$ cat config.mk
export PLATFORM = sky130hd
export DESIGN_NAME = uart_tx_buffered
export DESIGN_NICKNAME = d
export VERILOG_FILES = /design/src/rtl/uart_pkg.sv /design/src/rtl/uart_sync_fifo.sv /design/src/rtl/uart_tx_buffered.sv
export SDC_FILE = /design/constraint.sdc
export NUM_CORES = 1
export LEC_CHECK = 0
export CORE_UTILIZATION = 65
export CTS_BUF_LIST = sky130_fd_sc_hd__clkbuf_8
export CTS_CLUSTER_SIZE = 10
export DETAILED_ROUTE_END_ITERATION = 6
export GPL_TIMING_DRIVEN = 0
export PLACE_DENSITY = 0.84
export RECOVER_POWER = 100
export SLEW_MARGIN = 20
export SYNTH_ARGS = -nofsm -noshare
export SYNTH_HDL_FRONTEND = slang
export SYNTH_SLANG_ARGS = --single-unit
$ cat constraint.sdc
create_clock -name clk -period 8.8 [get_ports clk]
set_input_delay 1.32 -clock clk [delete_from_list [all_inputs] [get_ports clk]]
set_output_delay 1.32 -clock clk [all_outputs]
set_load 0.02 [all_outputs]
$ cat src/rtl/uart_pkg.sv
// rtl/uart_pkg.sv - shared UART types and helpers (TX and RX)
package uart_pkg;

  typedef enum logic [1:0] {
    PARITY_NONE,
    PARITY_EVEN,
    PARITY_ODD
  } parity_e;

  typedef enum logic [2:0] {
    IDLE,
    START,
    DATA,
    PARITY,
    STOP
  } uart_tx_state_e;

  function automatic int default_div(input int clock_freq_hz, input int baud_rate);
    return clock_freq_hz / baud_rate;
  endfunction

endpackage

$ cat src/rtl/uart_sync_fifo.sv
// rtl/uart_sync_fifo.sv - synchronous FIFO with wrap-flag pointers
module uart_sync_fifo #(
  parameter int Width = 8,
  parameter int Depth = 8,
  localparam int AW = $clog2(Depth)
) (
  input  logic             clk,
  input  logic             rst_n,
  input  logic             push,
  input  logic [Width-1:0] wdata,
  input  logic             pop,
  output logic [Width-1:0] rdata,
  output logic             full,
  output logic             empty,
  output logic [AW:0]      level
);

  logic [Width-1:0] mem [Depth];
  logic [AW:0]      wr_ptr;
  logic [AW:0]      rd_ptr;
  logic             push_ok;
  logic             pop_ok;

  assign push_ok = push && !full;
  assign pop_ok  = pop && !empty;

  always_ff @(posedge clk or negedge rst_n) begin
    if (!rst_n) begin
      wr_ptr <= '0;
      rd_ptr <= '0;
    end else begin
      if (push_ok) wr_ptr <= wr_ptr + 1'b1;
      if (pop_ok)  rd_ptr <= rd_ptr + 1'b1;
    end
  end

  always_ff @(posedge clk) begin
    if (push_ok) mem[wr_ptr[AW-1:0]] <= wdata;
  end

  // MSB is the lap flag: equal index with differing laps means full.
  assign rdata = mem[rd_ptr[AW-1:0]];
  assign empty = (wr_ptr == rd_ptr);
  assign full  = (wr_ptr[AW] != rd_ptr[AW]) && (wr_ptr[AW-1:0] == rd_ptr[AW-1:0]);
  assign level = wr_ptr - rd_ptr;

endmodule

$ cat src/rtl/uart_tx_buffered.sv
// rtl/uart_tx_buffered.sv - FIFO-buffered UART transmitter with parity and runtime divisor
module uart_tx_buffered
  import uart_pkg::*;
#(
  parameter int      ClockFreqHz = 10000000,
  parameter int      BaudRate    = 9600,
  parameter int      DataBits    = 8,
  parameter parity_e ParityMode  = PARITY_NONE,
  parameter int      StopBits    = 1,
  parameter int      FifoDepth   = 8,
  localparam int     LevelW      = $clog2(FifoDepth) + 1
) (
  input  logic                clk,
  input  logic                rst_n,
  input  logic [DataBits-1:0] write_data,
  input  logic                write,
  output logic                write_ready,
  input  logic [15:0]         baud_div,
  output logic                tx_sig,
  output logic                busy,
  output logic [LevelW-1:0]   fifo_level
);

  localparam logic [15:0] DefaultDiv = 16'(default_div(ClockFreqHz, BaudRate));
  localparam logic [3:0]  LastBit    = 4'(DataBits - 1);

  if (DataBits < 5 || DataBits > 9) begin : g_bad_data_bits
    $error("uart_tx_buffered: DataBits must be 5..9");
  end
  if (StopBits < 1 || StopBits > 2) begin : g_bad_stop_bits
    $error("uart_tx_buffered: StopBits must be 1..2");
  end
  if (FifoDepth < 2 || (FifoDepth & (FifoDepth - 1)) != 0) begin : g_bad_depth
    $error("uart_tx_buffered: FifoDepth must be a power of two >= 2");
  end

  uart_tx_state_e      state;
  logic                ready_en;
  logic                fifo_full;
  logic                fifo_empty;
  logic                pop;
  logic [DataBits-1:0] fifo_rdata;
  logic [DataBits-1:0] shift_q;
  logic                parity_q;
  logic [15:0]         div_q;
  logic [15:0]         div_now;
  logic [16:0]         cnt_q;
  logic [16:0]         bit_load;
  logic [16:0]         stop_load;
  logic [3:0]          bit_cnt;
  logic                bit_done;

  function automatic logic frame_parity(input logic [DataBits-1:0] d);
    return (ParityMode == PARITY_ODD) ? ~^d : ^d;
  endfunction

  uart_sync_fifo #(
    .Width(DataBits),
    .Depth(FifoDepth)
  ) u_fifo (
    .clk   (clk),
    .rst_n (rst_n),
    .push  (write && write_ready),
    .wdata (write_data),
    .pop   (pop),
    .rdata (fifo_rdata),
    .full  (fifo_full),
    .empty (fifo_empty),
    .level (fifo_level)
  );

  // ready_en keeps write_ready low until the first edge after reset release.
  assign write_ready = ready_en && !fifo_full;
  assign busy        = (state != IDLE) || (fifo_level != '0);
  assign div_now     = (baud_div == 16'd0) ? DefaultDiv : baud_div;
  assign bit_done    = (cnt_q == 17'd0);
  assign bit_load    = {1'b0, div_q} - 17'd1;
  assign stop_load   = (StopBits == 2) ? ({div_q, 1'b0} - 17'd1) : ({1'b0, div_q} - 17'd1);
  assign pop         = !fifo_empty && ((state == IDLE) || (state == STOP && bit_done));

  always_ff @(posedge clk or negedge rst_n) begin
    if (!rst_n) begin
      state    <= IDLE;
      tx_sig   <= 1'b1;
      ready_en <= 1'b0;
      shift_q  <= '0;
      parity_q <= 1'b0;
      div_q    <= '0;
      cnt_q    <= '0;
      bit_cnt  <= '0;
    end else begin
      ready_en <= 1'b1;
      if (pop) begin
        // A new frame starts from IDLE or straight out of the last stop cycle.
        state    <= START;
        tx_sig   <= 1'b0;
        shift_q  <= fifo_rdata;
        parity_q <= frame_parity(fifo_rdata);
        div_q    <= div_now;
        cnt_q    <= {1'b0, div_now} - 17'd1;
        bit_cnt  <= '0;
      end else begin
        case (state)
          IDLE: tx_sig <= 1'b1;
          START: begin
            if (bit_done) begin
              state  <= DATA;
              tx_sig <= shift_q[0];
              cnt_q  <= bit_load;
            end else begin
              cnt_q <= cnt_q - 17'd1;
            end
          end
          DATA: begin
            if (!bit_done) begin
              cnt_q <= cnt_q - 17'd1;
            end else if (bit_cnt != LastBit) begin
              shift_q <= shift_q >> 1;
              tx_sig  <= shift_q[1];
              bit_cnt <= bit_cnt + 4'd1;
              cnt_q   <= bit_load;
            end else if (ParityMode != PARITY_NONE) begin
              state  <= PARITY;
              tx_sig <= parity_q;
              cnt_q  <= bit_load;
            end else begin
              state  <= STOP;
              tx_sig <= 1'b1;
              cnt_q  <= stop_load;
            end
          end
          PARITY: begin
            if (bit_done) begin
              state  <= STOP;
              tx_sig <= 1'b1;
              cnt_q  <= stop_load;
            end else begin
              cnt_q <= cnt_q - 17'd1;
            end
          end
          STOP: begin
            if (bit_done) begin
              state <= IDLE;
            end else begin
              cnt_q <= cnt_q - 17'd1;
            end
          end
          default: begin
            state  <= IDLE;
            tx_sig <= 1'b1;
          end
        endcase
      end
    end
  end

endmodule

## Word-level counts from Yosys, hierarchy flattened

Memory sizes are Yosys's and may differ from the RTL's.
Index checks and enable logic that the tools add are counted.

| word-level totals | value |
|---|---|
| flip-flop bits (word level) | 58 |
| RAM bits | 64 |
| bits of input ports | 27 |
| output and inout port bits | 7 |
| logic and storage cells | 86 |
| memories kept | 1 |

| operators by class | value |
|---|---|
| add/sub/neg operators | 7 |
| equal/unequal tests | 16 |
| mux-type cells | 28 |
| reductions and logical operators | 25 |

Memory list:

| name | depth | bits a word | rd ports | clocked after memory_dff | write ports | line | source |
|---|---|---|---|---|---|---|---|
| u_fifo.mem | 8 | 8 | 1 | 0 | 1 | uart_sync_fifo.sv:18 | `logic [Width-1:0] mem [Depth];` |

Operators by type and width:

| kind | number |
|---|---|
| two-way mux 17 bit | 3 |
| case mux 17 bit (2 select lines) | 1 |
| subtractor 16 x 1 -> 17 bit (second input constant) | 2 |
| two-way mux 8 bit | 4 |
| two-way mux 3 bit | 6 |
| != test 3 x 2 -> 1 bit (second input constant) | 6 |
| zero test 17 bit | 1 |
| subtractor 17 x 1 -> 17 bit (second input constant) | 1 |
| zero test 16 bit | 1 |
| two-way mux 16 bit | 1 |
| two-way mux 4 bit | 4 |
| case mux 3 bit (5 select lines) | 1 |
| adder 4 x 1 -> 4 bit (second input constant) | 3 |
| logical AND 1 bit | 7 |
| two-way mux 1 bit | 7 |
| == test 3 x 2 -> 1 bit (second input constant) | 2 |
| AND reduction 6 bit | 1 |
| nonzero test 2 bit | 3 |
| nonzero test 3 bit | 2 |
| == test 4 bit | 1 |
| != test 2 x 1 -> 1 bit (second input constant) | 2 |
| != test 4 x 3 -> 1 bit (second input constant) | 1 |
| case mux 1 bit (4 select lines) | 1 |
| AND reduction 4 bit | 1 |
| 12 further kinds | 14 |

## Logic depth before layout (Yosys ltp)

Gate-level depths: netlist (run 1).

| logic depth | value |
|---|---|
| word-level depth | 8 |
| mapped depth | 11 |
| depth with buffers taken out | 9 |

## Cells and area by module

From an unflattened synthesis (run 1), not the netlist that was laid out.

| second synthesis, totals | value |
|---|---|
| cell total of the unflattened synthesis | 601 |
| area total of the unflattened synthesis | 6506.2 sq um |

By module, submodules not included:

| module | instances | cells each | area each (sq um) | sequential area each (sq um) |
|---|---|---|---|---|
| uart_tx_buffered | 1 | 434 | 3515.9 | 1252.5 |
| uart_sync_fifo | 1 | 167 | 2990.4 | 2122.0 |

## Worst setup path before layout (run 1)

Ideal clock, no wire load.

| timing path | value |
|---|---|
| path type | register -> output |
| start | register u_fifo.rd_ptr[1] |
| end | output port busy |
| arrival time | 2.787 ns |
| data required time | 7.480 ns |
| path slack | 4.693 ns |
| stages on the path, launching flop included | 9 |
| buffers on the path | 2 |
| cells stage by stage | dfrtp_1 -> clkbuf_1 -> buf_1 -> inv_1 -> ha_1 -> a21o_1 -> a21oi_1 -> xnor2_1 -> or4b_2 |

| on the way | value |
|---|---|
| longest elaborated chain between the ends | 3 |

Ends and longest elaborated chain:

| item | line | source |
|---|---|---|
| start, declared | uart_sync_fifo.sv:20 | `logic [AW:0] rd_ptr;` |
| start signal, assigned | uart_sync_fifo.sv:33 | `if (pop_ok) rd_ptr <= rd_ptr + 1'b1;` |
| subtractor 4 bit | uart_sync_fifo.sv:45 | `assign level = wr_ptr - rd_ptr;` |
| via fifo_level[3] | uart_tx_buffered.sv:21 | `output logic [LevelW-1:0] fifo_level` |
| nonzero test 4 bit | uart_tx_buffered.sv:74 | `assign busy = (state != IDLE) \|\| (fifo_level != '0);` |
| logical OR 1 bit | uart_tx_buffered.sv:74 |  |
| end, declared | uart_tx_buffered.sv:20 | `output logic busy,` |

The timed path passes the listed nets, and every way through them passes these cells.

## Worst setup path in the final report (run 1)

| timing path | value |
|---|---|
| start | register u_fifo.rd_ptr[1] |
| end | output port busy |

| on the way | value |
|---|---|
| longest elaborated chain between the ends | 3 |

Ends and longest elaborated chain:

| item | line |
|---|---|
| subtractor 4 bit | uart_sync_fifo.sv:45 |
| nonzero test 4 bit | uart_tx_buffered.sv:74 |
| logical OR 1 bit | uart_tx_buffered.sv:74 |

Every way passes these cells.

==> impl_metrics.ini, run 1 <==
[yosys]
synth_cell_types = 72
synth_area_leaders = edfxtp_1 30%, dfrtp_1 22%, nand2_1 6.3%
syn-num-nets = 608
synth_top_area_share = 0.3024
synth_edf_count = 64
synthCells = 570
yosys_most_used_dff = edfxtp_1
netlist_area_um2 = 6355
avgSynthCellArea_um2 = 11.15
ys_ff_latch = 122
ys_warn_count = 0
ys_seq_area_frac = 0.5310
synthArstFlopShare = 0.4754
synth_top_area_cell = edfxtp_1

[critical_path]
cp.required_ps = 7480
cp_top_family = buffers and inverters
rrSetupSlack_ps = 4580
cp_num_buf_inv = 4
critPathArrivalTime_ps = 4250
crit_path_max_incr_delay_ps = 670
rr_startpoint = u_fifo.rd_ptr[1]
worst_r2r_path_depth = 10
crit_fanout = 10
path_depth = 9
r2r-end = u_fifo.mem[0][2]
cp-start-kind = register
end_kind = output port
crit_type = register to output port
crit_path_frequent_cell = clkbuf_1
slowest_stage = dlygate4sd3_1
crit_end = busy
path_cells = clkbuf_1 > clkbuf_1 > inv_1 > ha_1 > a21o_1 > a21oi_1 > xnor2_1 > or4b_2 > dlygate4sd3_1
crit_start = u_fifo.rd_ptr[1]

[hold_path]
holdCritPathClass = register to register

[sta]
rsz0062_at_grt = no
worst_slew_pin_slew_ps = 2217
period_needed_ps = 5572
maxSlewHeadroom = -0.4781
slew_violations = 40
setup_viol = 0
fin_ws_ps = 3228
hold_viol_final = 0
min_period_over_period = 0.6332
timing.fmax_mhz = 179.5
finalClockSkew_ps = 15.06
fin_setup_tns_ps = 0

[clocking]
cts_hold_buffers = 0
cts_root_buf = clkbuf_8
post_cts_resized = 0
clk_path_buf_depth = 2
clk_pin_slew_ps = 80
cts_sinks = 122
cts_tree = done
cts_setup_buffers = 0
cts_max_level = 4
cts_buffers = 17
clock_latency_ps = 440

[layout]
stdcell_area_um2 = 7171
area_growth_pct = 12.84
fin_nets = 660
antenna_cells = 0
drive_gt1_frac = 0.1228
final_common_cell = nand2_1
multi_input_area_um2 = 2735
fin_util = 0.7652
seq_area_um2 = 3374
layout_common_cells = 107 x nand2_1, 64 x edfxtp_1, 57 x dfrtp_1, 42 x nor2_1, 22 x nor3_1
fillCellCount = 635

[flow_run]
maxCapViolCount = 1

[power]
leakage_nw = 2.710
powerDensity_nw_per_um2 = 225.9
p_sw_w = 0.0005480
p_sw_frac = 0.3382
seqPwrFrac = 0.457
finalPower_w = 0.001620
ir_drop_mv = 0.2607
clockPowerShare = 0.314
combPwrFrac = 0.229
p_int_w = 0.001072

[global_route]
overflow = 0
grt_pass1_vias = 4875
antenna_found_initial = 0
grt_first_pass_wirelength_mm = 25.50
grt_usage = 0.3447
grt_max_degree = 40

[placed_design]
dp_hpwl_mm = 11.10
io_buffers = 32
placed_area_um2 = 6864
gp_congestion = 0.9096
dpl_worst_slack_ps = 3859

[route]
viasPerCell = 6.255
drtAntennaViolNets = 0
route.final.wire_length_mm = 16.03
route.vias.total = 4779
drt_iter0_drc = 362
wl_per_cell_um = 20.98
drcViolationCount = 0
firstDrtPassIters = 4

[die]
die_h_um = 100.9
core_um2 = 9371
row_count = 35
start_util = 0.6781
dieArea_um2 = 10180
die_w_um = 100.9
ios = 34

[outcome]
outcome = finished with violations
failed_checks = max-capacitance violations, max-slew violations
[how the worst min path moves through the flow]
| stage | start | endpoint | slack (ps) | cells past startpoint |
|---|---|---|---|---|
| global route | u_fifo.rd_ptr[3] | u_fifo.rd_ptr[3] | 510 | 1 |
| floorplan | u_fifo.wr_ptr[3] | u_fifo.wr_ptr[3] | 460 | 1 |
| CTS | u_fifo.wr_ptr[3] | u_fifo.wr_ptr[3] | 500 | 1 |
| detailed placement | u_fifo.wr_ptr[3] | u_fifo.wr_ptr[3] | 490 | 1 |
| global placement | u_fifo.wr_ptr[3] | u_fifo.wr_ptr[3] | 480 | 1 |
| finish | u_fifo.rd_ptr[3] | u_fifo.rd_ptr[3] | 500 | 1 |
[metal layers]
metal  wire length, um  track usage  share of wire  vias to the layer above
met1              6185       0.4018           0.39                     2335
met3               887      0.07906          0.055                       49
met4               540       0.1472          0.034                        0
li1                  -            -              -                     2193
met5                 0            0              0                        -
met2              8414       0.6122           0.52                      202
[per-stage QoR]
step,hold WS [ps],std cells
5_1_grt,513.7,764
2_1_floorplan,461.9,570
4_1_cts,499.3,764
3_3_place_gp,475.8,731
3_5_place_dp,485.6,732
6_report,498.4,764
[layout make-up]
class,count,area share
buffer,24,0.01693
clock buffer,17,0.03263
clock inverter,15,0.02478
inverter,13,0.006805
multi-input combinational,411,0.3814
sequential,122,0.4706
tap,129,0.02251
timing repair buffer,33,0.04432
[power groups by stage]
stage | logic [W] | clock network (W) | registers, W
floorplan | 0.000254 | 0 | 0.000733
global placement | 0.000357 | 0 | 0.000744
detailed placement | 0.000372 | 0 | 0.000753
CTS | 0.000381 | 0.000512 | 0.000741
global route | 0.000401 | 0.000539 | 0.000745
finish | 0.000371 | 0.000509 | 0.000740
[kinds of logic (layout without fill, tap and decap cells)]
family | after synthesis | in the layout | share of synthesized area
adder cells (fa/ha/maj) | 11 | 11 | 0.02284
AND/OR/NAND/NOR | 245 | 245 | 0.1930
other | 1 | 1 | 0.0005901
buffers and inverters | 37 | 102 | 0.02973
flip-flops | 122 | 122 | 0.5310
XOR/XNOR | 42 | 42 | 0.05907
multiplexers | 25 | 25 | 0.07147
AO/OA/AOI/OAI | 87 | 87 | 0.09235
[Yosys cell counts, types with 6 or more instances]
| library cell | number |
|---|---|
| and3_1 | 9 |
| o21ai_0 | 17 |
| ha_1 | 10 |
| mux4_2 | 16 |
| a31oi_1 | 9 |
| dfrtp_1 | 57 |
| nor3_1 | 21 |
| xnor2_1 | 20 |
| clkbuf_1 | 9 |
| a21oi_1 | 15 |
| inv_1 | 12 |
| xor2_1 | 21 |
| nor2_1 | 41 |
| nand3_1 | 12 |
| mux2i_1 | 6 |
| buf_2 | 7 |
| edfxtp_1 | 64 |
| nand2_1 | 107 |
| nor4_1 | 13 |
| or4_1 | 6 |
[registers in the layout, indices dropped and copies added (netlist names), 3 cells and up]
signal / cells
state: 3
div_q: 16
shift_q: 8
cnt_q: 17
u_fifo.mem: 64
bit_cnt: 4
u_fifo.rd_ptr: 4
u_fifo.wr_ptr: 4
(Power assumes the default switching activity.)
==> inputs of run 2 (changes only) <==
--- a/config.mk
+++ b/config.mk
@@ -5,12 +5,12 @@
 export SDC_FILE = /design/constraint.sdc
 export NUM_CORES = 1
 export LEC_CHECK = 0
-export CORE_UTILIZATION = 65
+export CORE_UTILIZATION = 62
 export CTS_BUF_LIST = sky130_fd_sc_hd__clkbuf_8
 export CTS_CLUSTER_SIZE = 10
 export DETAILED_ROUTE_END_ITERATION = 6
 export GPL_TIMING_DRIVEN = 0
-export PLACE_DENSITY = 0.84
+export PLACE_DENSITY = 0.8
 export RECOVER_POWER = 100
 export SLEW_MARGIN = 20
 export SYNTH_ARGS = -nofsm -noshare
==> constraint.sdc (replaced) <==
create_clock -name clk -period 5.2 [get_ports clk]
set_input_delay 0.78 -clock clk [delete_from_list [all_inputs] [get_ports clk]]
set_output_delay 0.78 -clock clk [all_outputs]
set_load 0.02 [all_outputs]
==> run 2 against run 1 <==
  * The run ends with design-rule violations, max-capacitance violations, max-slew violations left
  * Non-clock buffer count is the same
  * Sequential cell count stayed put
  * Clock power is 65% higher
  * Global-route usage decreased by 2.7 points
  * Final area is 0.35% lower
  * Register-to-register slack got worse by 3700 ps
  * Worst hold slack better by 16 ps
  * Final cell count grew 0.52%
  * Sequential share of layout area increased by 0.16 points
  * Critical path type unchanged
  * Largest cell class unchanged
==> impl_metrics.ini, run 2 (synthesis gave the netlist of run 1 again) <==
[outcome]
outcome = finished with violations
failed_checks = design-rule violations, max-capacitance violations, max-slew violations

[sta]
maxSlewHeadroom = -0.07680
finalClockSkew_ps = 10.30
min_period_over_period = 0.9301
slew_violations = 70
period_needed_ps = 4837
setup_viol = 0
timing.fmax_mhz = 206.8
fin_setup_tns_ps = 0
rsz0062_at_grt = no
hold_viol_final = 0
worst_slew_pin_slew_ps = 1615

[critical_path]
cp.required_ps = 4420
rr_startpoint = u_fifo.rd_ptr[1]
r2r-end = u_fifo.mem[0][3]
crit_type = register to output port
crit_fanout = 10
crit_path_frequent_cell = clkbuf_1
critPathArrivalTime_ps = 4060
cp-start-kind = register
worst_r2r_path_depth = 10
path_cells = clkbuf_1 > clkbuf_1 > inv_1 > ha_1 > a21o_1 > a21oi_1 > xnor2_1 > or4b_2 > clkdlybuf4s50_1
slowest_stage = or4b_2
end_kind = output port
rrSetupSlack_ps = 870
crit_path_max_incr_delay_ps = 650

[placed_design]
io_buffers = 32
dp_hpwl_mm = 10.88
gp_congestion = 0.9439
dp.cells = 736

[global_route]
grt_usage = 0.3178
grt_pass1_vias = 4726
grt_max_degree = 31
grt_first_pass_wirelength_mm = 24.50
antenna_found_initial = 0
overflow = 0

[layout]
fin_cells = 768
final_common_cell = nand2_1
layout_common_cells = 107 x nand2_1, 64 x edfxtp_1, 57 x dfrtp_1, 42 x nor2_1, 23 x nor3_1
fin_nets = 660
largest_reg_flops = 64
antenna_cells = 0
fillCellCount = 673
area_growth_pct = 12.44
drive_gt1_frac = 0.1197
seq_area_um2 = 3374
fin_util = 0.7244
multi_input_area_um2 = 2730

[clocking]
cts_tree = done
cts_setup_buffers = 0
clk_pin_slew_ps = 80
cts_hold_buffers = 0
clk_path_buf_depth = 2
clock_latency_ps = 440
cts_root_buf = clkbuf_8
cts_buffers = 17
cts_max_level = 4
post_cts_resized = 0
cts_sinks = 122

[route]
viasPerCell = 6.289
firstDrtPassIters = 7
route.vias.total = 4830
drtAntennaViolNets = 0
drt_iter0_drc = 273
drcViolationCount = 2
wl_per_cell_um = 19.91
route.final.wire_length_mm = 15.29

[power]
p_sw_frac = 0.3301
p_int_w = 0.001809
powerDensity_nw_per_um2 = 377.9
combPwrFrac = 0.226
ir_drop_mv = 0.3815
leakage_nw = 2.694
clockPowerShare = 0.311
seqPwrFrac = 0.463
p_sw_w = 0.0008914
finalPower_w = 0.002700

[die]
ios = 34
row_count = 36
start_util = 0.6442
die_h_um = 103.2
die_w_um = 103.2
dieArea_um2 = 10660
core_um2 = 9864

[hold_path]
min_to = shift_q[7]
hp-start = shift_q[7]
holdCritPathClass = register to register
whs_path_depth = 2

[flow_run]
maxCapViolCount = 3
[run 2: worst max-delay path by stage]
stage	start	endpoint	slack, ps	depth (start not counted)
5_1_grt	u_fifo.rd_ptr[1]	busy	190	9
4_1_cts	u_fifo.rd_ptr[1]	busy	310	9
2_1_floorplan	u_fifo.rd_ptr[1]	busy	1630	8
6_report	u_fifo.rd_ptr[1]	busy	360	9
3_3_place_gp	u_fifo.rd_ptr[1]	busy	870	9
3_5_place_dp	u_fifo.rd_ptr[1]	busy	840	9
[run 2: cell type report]
class / instances / area share
clock inverters: 15 / 0.02154
inverters: 13 / 0.006829
multi-input cells: 411 / 0.3821
well taps: 133 / 0.02329
plain buffers: 24 / 0.01681
flip-flops and latches: 122 / 0.4722
clock buffers: 17 / 0.03274
repair buffers: 33 / 0.04448
[run 2: power by group through the flow]
stage | clock, W | sequential, W | combinational (W)
floorplan | 0 | 0.00124 | 0.000430
global placement | 0 | 0.00126 | 0.000599
detailed placement | 0 | 0.00127 | 0.000626
CTS | 0.000848 | 0.00125 | 0.000633
global route | 0.000888 | 0.00126 | 0.000669
finish | 0.000839 | 0.00125 | 0.000611
[run 2: metal layers]
metal / vias to the layer above / part of all wire / global-route usage
met4: 0 / 0.031 / 0.1625
met3: 51 / 0.057 / 0.05511
met5: - / 0 / 0
met2: 181 / 0.51 / 0.5421
li1: 2198 / - / -
met1: 2400 / 0.40 / 0.3926
[run 2: worst max-delay path: cells and delay by family (launching register included)]
kind	cells	cell delay, ps
compound gates	2	360
fa+ha+maj	1	380
buf+inv	4	1720
flops	1	410
simple gates	1	650
xor+xnor	1	100
[run 2: stage by stage]
| step | hold slack, ps | worst slack (ps) | instance area, um^2 |
|---|---|---|---|
| final | 514.5 | 363.3 | 7146 |
| after detailed placement | 491.0 | 841.8 | 6869 |
| after floorplan | 461.9 | 1633 | 6355 |
| after global placement | 477.6 | 872.8 | 6842 |
| after global routing | 527.6 | 191.7 | 7146 |
| after CTS | 256.8 | 308.6 | 7257 |
